===== src/rtl/axi_rd_arbiter.sv =====
`default_nettype none
// ============================================================================
// Module   : axi_rd_arbiter
// Brief    : Two-master to one-slave AXI read arbiter, one transaction in
//            flight; round-robin or fixed (m1-first) priority on ties.
// Revision : 1.0  initial release
// ============================================================================
module axi_rd_arbiter #(
    parameter int FIXED_PRIO = 0
) (
    input  logic        clock,
    input  logic        reset,
    // master 0 (IFU)
    input  logic [31:0] m0_araddr,
    input  logic        m0_arvalid,
    input  logic [3:0]  m0_arid,
    input  logic [7:0]  m0_arlen,
    input  logic [2:0]  m0_arsize,
    input  logic [1:0]  m0_arburst,
    output logic        m0_arready,
    input  logic        m0_rready,
    output logic [31:0] m0_rdata,
    output logic [1:0]  m0_rresp,
    output logic        m0_rvalid,
    output logic        m0_rlast,
    output logic [3:0]  m0_rid,
    // master 1 (LSU)
    input  logic [31:0] m1_araddr,
    input  logic        m1_arvalid,
    input  logic [3:0]  m1_arid,
    input  logic [7:0]  m1_arlen,
    input  logic [2:0]  m1_arsize,
    input  logic [1:0]  m1_arburst,
    output logic        m1_arready,
    input  logic        m1_rready,
    output logic [31:0] m1_rdata,
    output logic [1:0]  m1_rresp,
    output logic        m1_rvalid,
    output logic        m1_rlast,
    output logic [3:0]  m1_rid,
    // shared downstream port
    output logic [31:0] s_araddr,
    output logic        s_arvalid,
    output logic [3:0]  s_arid,
    output logic [7:0]  s_arlen,
    output logic [2:0]  s_arsize,
    output logic [1:0]  s_arburst,
    input  logic        s_arready,
    input  logic [31:0] s_rdata,
    input  logic [1:0]  s_rresp,
    input  logic        s_rvalid,
    input  logic        s_rlast,
    input  logic [3:0]  s_rid,
    output logic        s_rready
);

    localparam logic [1:0] S_IDLE = 2'd0;
    localparam logic [1:0] S_ADDR = 2'd1;
    localparam logic [1:0] S_DATA = 2'd2;

    logic [1:0] r_state;
    logic [1:0] w_state_nxt;
    logic       r_gnt;
    logic       w_gnt_nxt;
    logic       r_lst;
    logic       w_lst_nxt;
    logic       w_winner;
    logic       w_gnt_arvalid;
    logic       w_gnt_rready;
    logic       w_addr_ph;
    logic       w_data_ph;

    // lst resets to 1 so that the first tie goes to m0
    always_ff @(posedge clock) begin
        if (reset) begin
            r_state <= S_IDLE;
            r_gnt   <= 1'b0;
            r_lst   <= 1'b1;
        end else begin
            r_state <= w_state_nxt;
            r_gnt   <= w_gnt_nxt;
            r_lst   <= w_lst_nxt;
        end
    end

    assign w_gnt_arvalid = r_gnt ? m1_arvalid : m0_arvalid;
    assign w_gnt_rready  = r_gnt ? m1_rready  : m0_rready;

    always_comb begin
        if (m0_arvalid && m1_arvalid) begin
            w_winner = (FIXED_PRIO != 0) ? 1'b1 : ~r_lst;
        end else begin
            w_winner = m1_arvalid;
        end
    end

    always_comb begin
        w_state_nxt = r_state;
        w_gnt_nxt   = r_gnt;
        w_lst_nxt   = r_lst;
        case (r_state)
            S_IDLE: begin
                if (m0_arvalid || m1_arvalid) begin
                    w_state_nxt = S_ADDR;
                    w_gnt_nxt   = w_winner;
                end
            end
            S_ADDR: begin
                if (w_gnt_arvalid && s_arready) begin
                    w_state_nxt = S_DATA;
                end
            end
            S_DATA: begin
                if (s_rvalid && w_gnt_rready && s_rlast) begin
                    w_state_nxt = S_IDLE;
                    w_lst_nxt   = r_gnt;
                end
            end
            default: w_state_nxt = S_IDLE;
        endcase
    end

    // handshake outputs are held low while reset is asserted, whatever the state
    always_comb begin
        w_addr_ph  = (r_state == S_ADDR) && !reset;
        w_data_ph  = (r_state == S_DATA) && !reset;

        s_araddr   = r_gnt ? m1_araddr  : m0_araddr;
        s_arid     = r_gnt ? m1_arid    : m0_arid;
        s_arlen    = r_gnt ? m1_arlen   : m0_arlen;
        s_arsize   = r_gnt ? m1_arsize  : m0_arsize;
        s_arburst  = r_gnt ? m1_arburst : m0_arburst;
        s_arvalid  = w_addr_ph && w_gnt_arvalid;
        m0_arready = w_addr_ph && !r_gnt && s_arready;
        m1_arready = w_addr_ph &&  r_gnt && s_arready;

        s_rready   = w_data_ph && w_gnt_rready;
        m0_rvalid  = w_data_ph && !r_gnt && s_rvalid;
        m1_rvalid  = w_data_ph &&  r_gnt && s_rvalid;
        m0_rdata   = s_rdata;
        m0_rresp   = s_rresp;
        m0_rlast   = s_rlast;
        m0_rid     = s_rid;
        m1_rdata   = s_rdata;
        m1_rresp   = s_rresp;
        m1_rlast   = s_rlast;
        m1_rid     = s_rid;
    end

endmodule
`default_nettype wire


===== config.mk =====
export PLATFORM = sky130hd
export DESIGN_NAME = axi_rd_arbiter
export DESIGN_NICKNAME = d
export VERILOG_FILES = /design/src/rtl/axi_rd_arbiter.sv
export SDC_FILE = /design/constraint.sdc
export NUM_CORES = 1
export LEC_CHECK = 0
export CAP_MARGIN = 20
export CORE_AREA = 5 5 105 107
export CTS_CLUSTER_SIZE = 28
export DETAILED_ROUTE_END_ITERATION = 12
export DIE_AREA = 0 0 110 112
export PLACE_DENSITY = 0.63
export SYNTH_ARGS = -nofsm -noshare
export SYNTH_HDL_FRONTEND = slang
export SYNTH_SLANG_ARGS = --single-unit

===== constraint.sdc =====
create_clock -name clock -period 1.9 [get_ports clock]
set_input_delay 0.475 -clock clock [delete_from_list [all_inputs] [get_ports clock]]
set_output_delay 0.475 -clock clock [all_outputs]
set_load 0.005 [all_outputs]

# --- After elaboration in Yosys (flattened, before gate mapping) ---
# Cells that the tools add are included.
word_totals:
  regBits: 4
  in_bits: 145
  output_inout_bits: 133
  wordCells: 44
classes:
  eq_ne: 5
  mux: 12
  bitwise: 1
  n_reduce_logical: 23
ops:
  columns: ["op", "n"]
  rows:
  - ["32-bit 2-to-1 mux", 1]
  - ["1-bit logical AND", 16]
  - ["2-bit 2-to-1 mux", 4]
  - ["8-bit 2-to-1 mux", 1]
  - ["2-bit != test (second input constant)", 3]
  - ["2-bit case mux with 3 select lines", 1]
  - ["4-bit 2-to-1 mux", 1]
  - ["2-bit AND reduction", 2]
  - ["1-bit 2-to-1 mux", 3]
  - ["3-bit 2-to-1 mux", 1]
  - ["3-bit AND reduction", 1]
  - ["2-bit by 1-bit == test with 1-bit output (second input constant)", 1]
  - ["2-bit == test (second input constant)", 1]
  - ["1-bit zero test", 2]
  - ["2-bit zero test", 1]
  - ["1-bit logical OR", 1]
  - ["1-bit NOT", 1]

# --- Depth between registers and ports, before layout ---
depth:
  ltp_word: 5
  ltp_mapped: 4
  depth_no_buf: 3

# --- Least setup slack after synthesis ---
# No wires, ideal clock.
synth_path:
  kind: "register to output"
  startpoint: "register r_gnt"
  endpoint: "output port s_araddr[0]"
  t_arrival_ns: 1.027
  t_required_ns: 1.425
  slack_ns: 0.398
  path_stages_with_launch: 4
  path_buffers: 2
  path_cell_list: "dfxtp_1 buf_4 buf_4 mux2_2"
synth_between:
  elab_chain_cells: 1
synth_lines:
  columns: ["element", "line_no", "source"]
  rows:
  - ["start: declaration", "63", "logic r_gnt;"]
  - ["start signal: assignment", "81", "r_gnt <= w_gnt_nxt;"]
  - ["32-bit 2-to-1 mux", "128", "s_araddr = r_gnt ? m1_araddr : m0_araddr;"]
  - ["end: declaration", "42", "output logic [31:0] s_araddr,"]
# No other way between the ends.

# --- Final worst setup path ---
layout_path:
  startpoint: "register r_gnt"
  endpoint: "output port s_arid[0]"
layout_between:
  elab_chain_cells: 1
layout_lines:
  columns: ["element", "line_no", "source"]
  rows:
  - ["4-bit 2-to-1 mux", "129", "s_arid = r_gnt ? m1_arid : m0_arid;"]
  - ["end: declaration", "44", "output logic [3:0] s_arid,"]
# No other way between the ends.

==> summary.md <==
| Metric | Value |
|---|---|
| Starting density of the core | `between 10% and 20%` |
| Worst Skew | `between 0.004 and 0.005 ns` |
| Post-synthesis share of cell area spent on and, or, nand and nor gates | `roughly 6.3%` |
| Maximum capacitance violations | `0` |
| Layout Cells excl Fill | `around 410` |
| Overall Global Routing Usage | `roughly 9%` |
| Crit Path Class | `reg -> out` |
| Post-route minimum period | `about 2.0 ns` |
| Final Slew Violations | `0` |
| Drt total wl | `6620 µm` |
| Top post-synthesis cells by area | `buf_4 44%, mux2_2 39%, dfxtp_1 5.6%, mux2i_1 1.4%, nor2_1 1.3%` |
| Root Buffer | `clkbuf_8` |
| Worst rel slew slack | `about 83%` |
| Routed length per instance | `~16 µm` |
| Most Frequent Cell on Critical Path | `buf_4` |
| Instance count after placement with tap cells included | `about 400` |
| Required time at the endpoint of the critical path | `1.42 ns` |
| Final critical-path share of the clock period | `103%` |
| Die Y-Extent | `roughly 110 µm` |
| Filler cell count in the final layout | `about 1,100` |
| Static Leak | `~0.0013 µW` |
| Clk pin slew, worst setup/hold paths | `about 0.03 ns` |
| Cell type with the highest aggregate area in the netlist | `buf_4` |
| Global route total overflow | `0` |
| Worst-Margin Slew | `between 0.2 and 0.3 ns` |
| Commonest cells after routing, fill and taps aside | `98 x clkdlybuf4s50_1, 47 x mux2_2, 23 x dlygate4sd2_1` |
| VDD IR max | `~0.00015 V` |
| Peak clock frequency supported by timing | `roughly 510 MHz` |
| Commonest non-fill, non-tap cell in the layout | `clkdlybuf4s50_1` |
| Post-synthesis register bit count | `4` |
| Synthesis warning total | `0` |
| TritonCTS clock tree | `done` |
| Total of hold buffers inserted after clock tree synthesis | `0` |
| Startpoint class of the critical path | `flip-flop` |
| Core region area | `10,000 µm²` |
| Post-synthesis mux area share | `around two fifths` |
| Pin count of the biggest net entering global routing | `23` |
| Number of global-route vias before repair | `about 1,600` |
| Power per Cell Area | `~300 nW/µm²` |
| Violated checks | `setup timing` |
| Minimum setup slack in the final design | `-0.0637 ns` |
| Data arrival at the endpoint of the critical path | `approximately 1.5 ns` |
| Number of iterations in the first detailed-routing pass | `4` |
| Number of buffers inserted during clock tree synthesis | `3` |
| Number of routed nets with antenna violations | `0` |
| Sequential cell area fraction in the yosys report | `roughly 5.6%` |
| Status | `complete, but fails checks` |
| Synth top area share | `between 40 and 50%` |
| Number of clock sinks seen by CTS | `4` |
| Post-DP HPWL | `between 5000 and 6000 µm` |
| I/O pin total | `about 280` |
| Compound-gate portion of the synthesized area | `between 2 and 3%` |
| Clock latency at the later pin of the worst-skew pair | `about 0.22 ns` |
| Cell row count | `37` |
| Total number of vias | `between 1,500 and 2,000` |
| Slowest library cell on the worst path | `dfxtp_4` |
| Die X-Extent | `roughly 110 µm` |
| Capturing element type of the critical path | `output port` |
| Class of the worst hold path | `reg -> reg` |
| Netlist Area Pre-Place | `roughly 1400 µm²` |
| RSZ-0062 raised after global routing | `true` |
| Final GP Congestion | `approximately 0.70` |
| Post-synthesis share of cell area spent on xor and xnor gates | `0%` |
| H-tree level count | `1` |
| 1st-iter DRT viols | `33` |
| Antenna violations before repair | `0` |
| Count of nets after finishing | `around 420` |
| Layout Utilization | `about 29%` |
| Total setup violations reported at the end of the flow | `22` |
| Max Root-Sink Buffers | `2` |
| Synthesized instance count | `around 160` |
| Vias per inst | `about 3.7` |
| Synthesized Nets | `~300` |
| Biggest cell delay along the critical path | `0.35 ns` |
| Port buffer count | `163` |
| Worst setup slack for register-to-register paths | `about 0.28 ns` |
| Final hold violation count | `0` |
| Number of remaining DRC errors | `0` |
| Area added between synthesis and finish | `103%` |
| Critical path fanouts, max | `5` |
| Average instance area after synthesis | `approximately 8.8 µm²` |
| Overall die area | `12,300 µm²` |
| Final Power | `around 900 µW` |
| Main combinational cell family by area after synthesis | `buffers and inverters` |
| Antenna cells | `0` |
| Fraction of final layout cells sized beyond drive strength 1 | `36.4%` |
| Sum of negative setup slack | `-0.662 ns` |
| Global-route wire length before repair | `between 8000 and 9000 µm` |
| Arithmetic-cell share of the synthesized area counting full adders, half adders and majority gates | `0%` |
| Critical path cell sequence | `buf_4 > buf_6 > buf_4 > buf_4 > mux2_2 > buf_6` |
| Unique masters post-synth | `19` |
==> layer usage <==
layer	share of wire (%)	track usage [%]	wire length (µm)	vias to the layer above
met2	48	16.2	3180	128
met4	1.6	3.41	108	0
li1	-	-	-	698
met5	0	0	0	-
met3	17	4.35	1140	17
met1	33	9.17	2180	676
==> stage by stage <==
step	hold WS (ns)	setup WS, ns	cell area [µm²]
2_1_floorplan	0.479	0.398	1440
6_report	0.509	-0.0637	2920
5_1_grt	0.562	-0.113	2920
3_3_place_gp	0.496	-0.503	2720
3_5_place_dp	0.511	-0.555	2720
4_1_cts	0.519	-0.233	2780
==> path summary, 6_finish.rpt <==
| kind | start | to | cells past startpoint |
|---|---|---|---|
| worst max-delay path | r_gnt$_SDFFE_PP0P_ | s_arid[0] | 6 |
| worst min-delay path | r_lst$_SDFFE_PP1P_ | r_lst$_SDFFE_PP1P_ | 2 |
| worst max register to register | r_gnt$_SDFFE_PP0P_ | r_lst$_SDFFE_PP1P_ | 7 |
| worst min register to register | r_lst$_SDFFE_PP1P_ | r_lst$_SDFFE_PP1P_ | 2 |
==> timing repair <==
item,in CTS,in global routing
setup buffers,5,7
pin swaps,0,2
gates resized for setup,80,50
cloned,0,1
endpoints found under the setup margin,57,49
==> layout make-up <==
class | count | area [µm²] | share of cell area [%]
inverters | 1 | 3.75 | 0.129
well taps | 136 | 170 | 5.83
flip-flops and latches | 4 | 83.8 | 2.87
clock buffers | 3 | 41.3 | 1.41
repair buffers | 190 | 1860 | 63.7
multi-input cells | 74 | 761 | 26.1
==> worst max-delay path: cells and delay by family, from the launching register on <==
kind | cells | cell delay, ns
mux | 1 | 0.28
buf+inv | 5 | 0.63
flops | 1 | 0.35
==> state kept, by name, summed over array words and instances, names as in the netlist <==
signal and count:
r_gnt 1, r_lst 1, r_state 2
==> cells by family after synthesis <==
| logic type | after synthesis |
|---|---|
| muxes | 52 |
| DFF | 4 |
| and+or+nand+nor | 16 |
| buffers and inverters | 86 |
| AOI/OAI and AO/OA | 6 |
==> report_power, final <==
group	switching, µW	total [µW]	internal [µW]
combinational	177	620	444
sequential	6.10	95.1	89.0
clock	50.8	186	136
total	234	902	669
==> synthesized netlist by cell type <==
| cell | count |
|---|---|
| o31ai_1 | 2 |
| mux2_2 | 50 |
| a211oi_1 | 1 |
| o21ai_0 | 1 |
| mux2i_1 | 2 |
| buf_4 | 84 |
| dfxtp_1 | 4 |
| nand2_1 | 3 |
| buf_2 | 1 |
| inv_1 | 1 |
| a21oi_1 | 1 |
| and3_1 | 2 |
| and4_1 | 1 |
| nand3_1 | 2 |
| nor4b_2 | 1 |
| nor2b_1 | 1 |
| nor2_1 | 5 |
| nor3b_1 | 1 |
| o311a_1 | 1 |
Note: power is estimated with default switching activity, not from simulation.
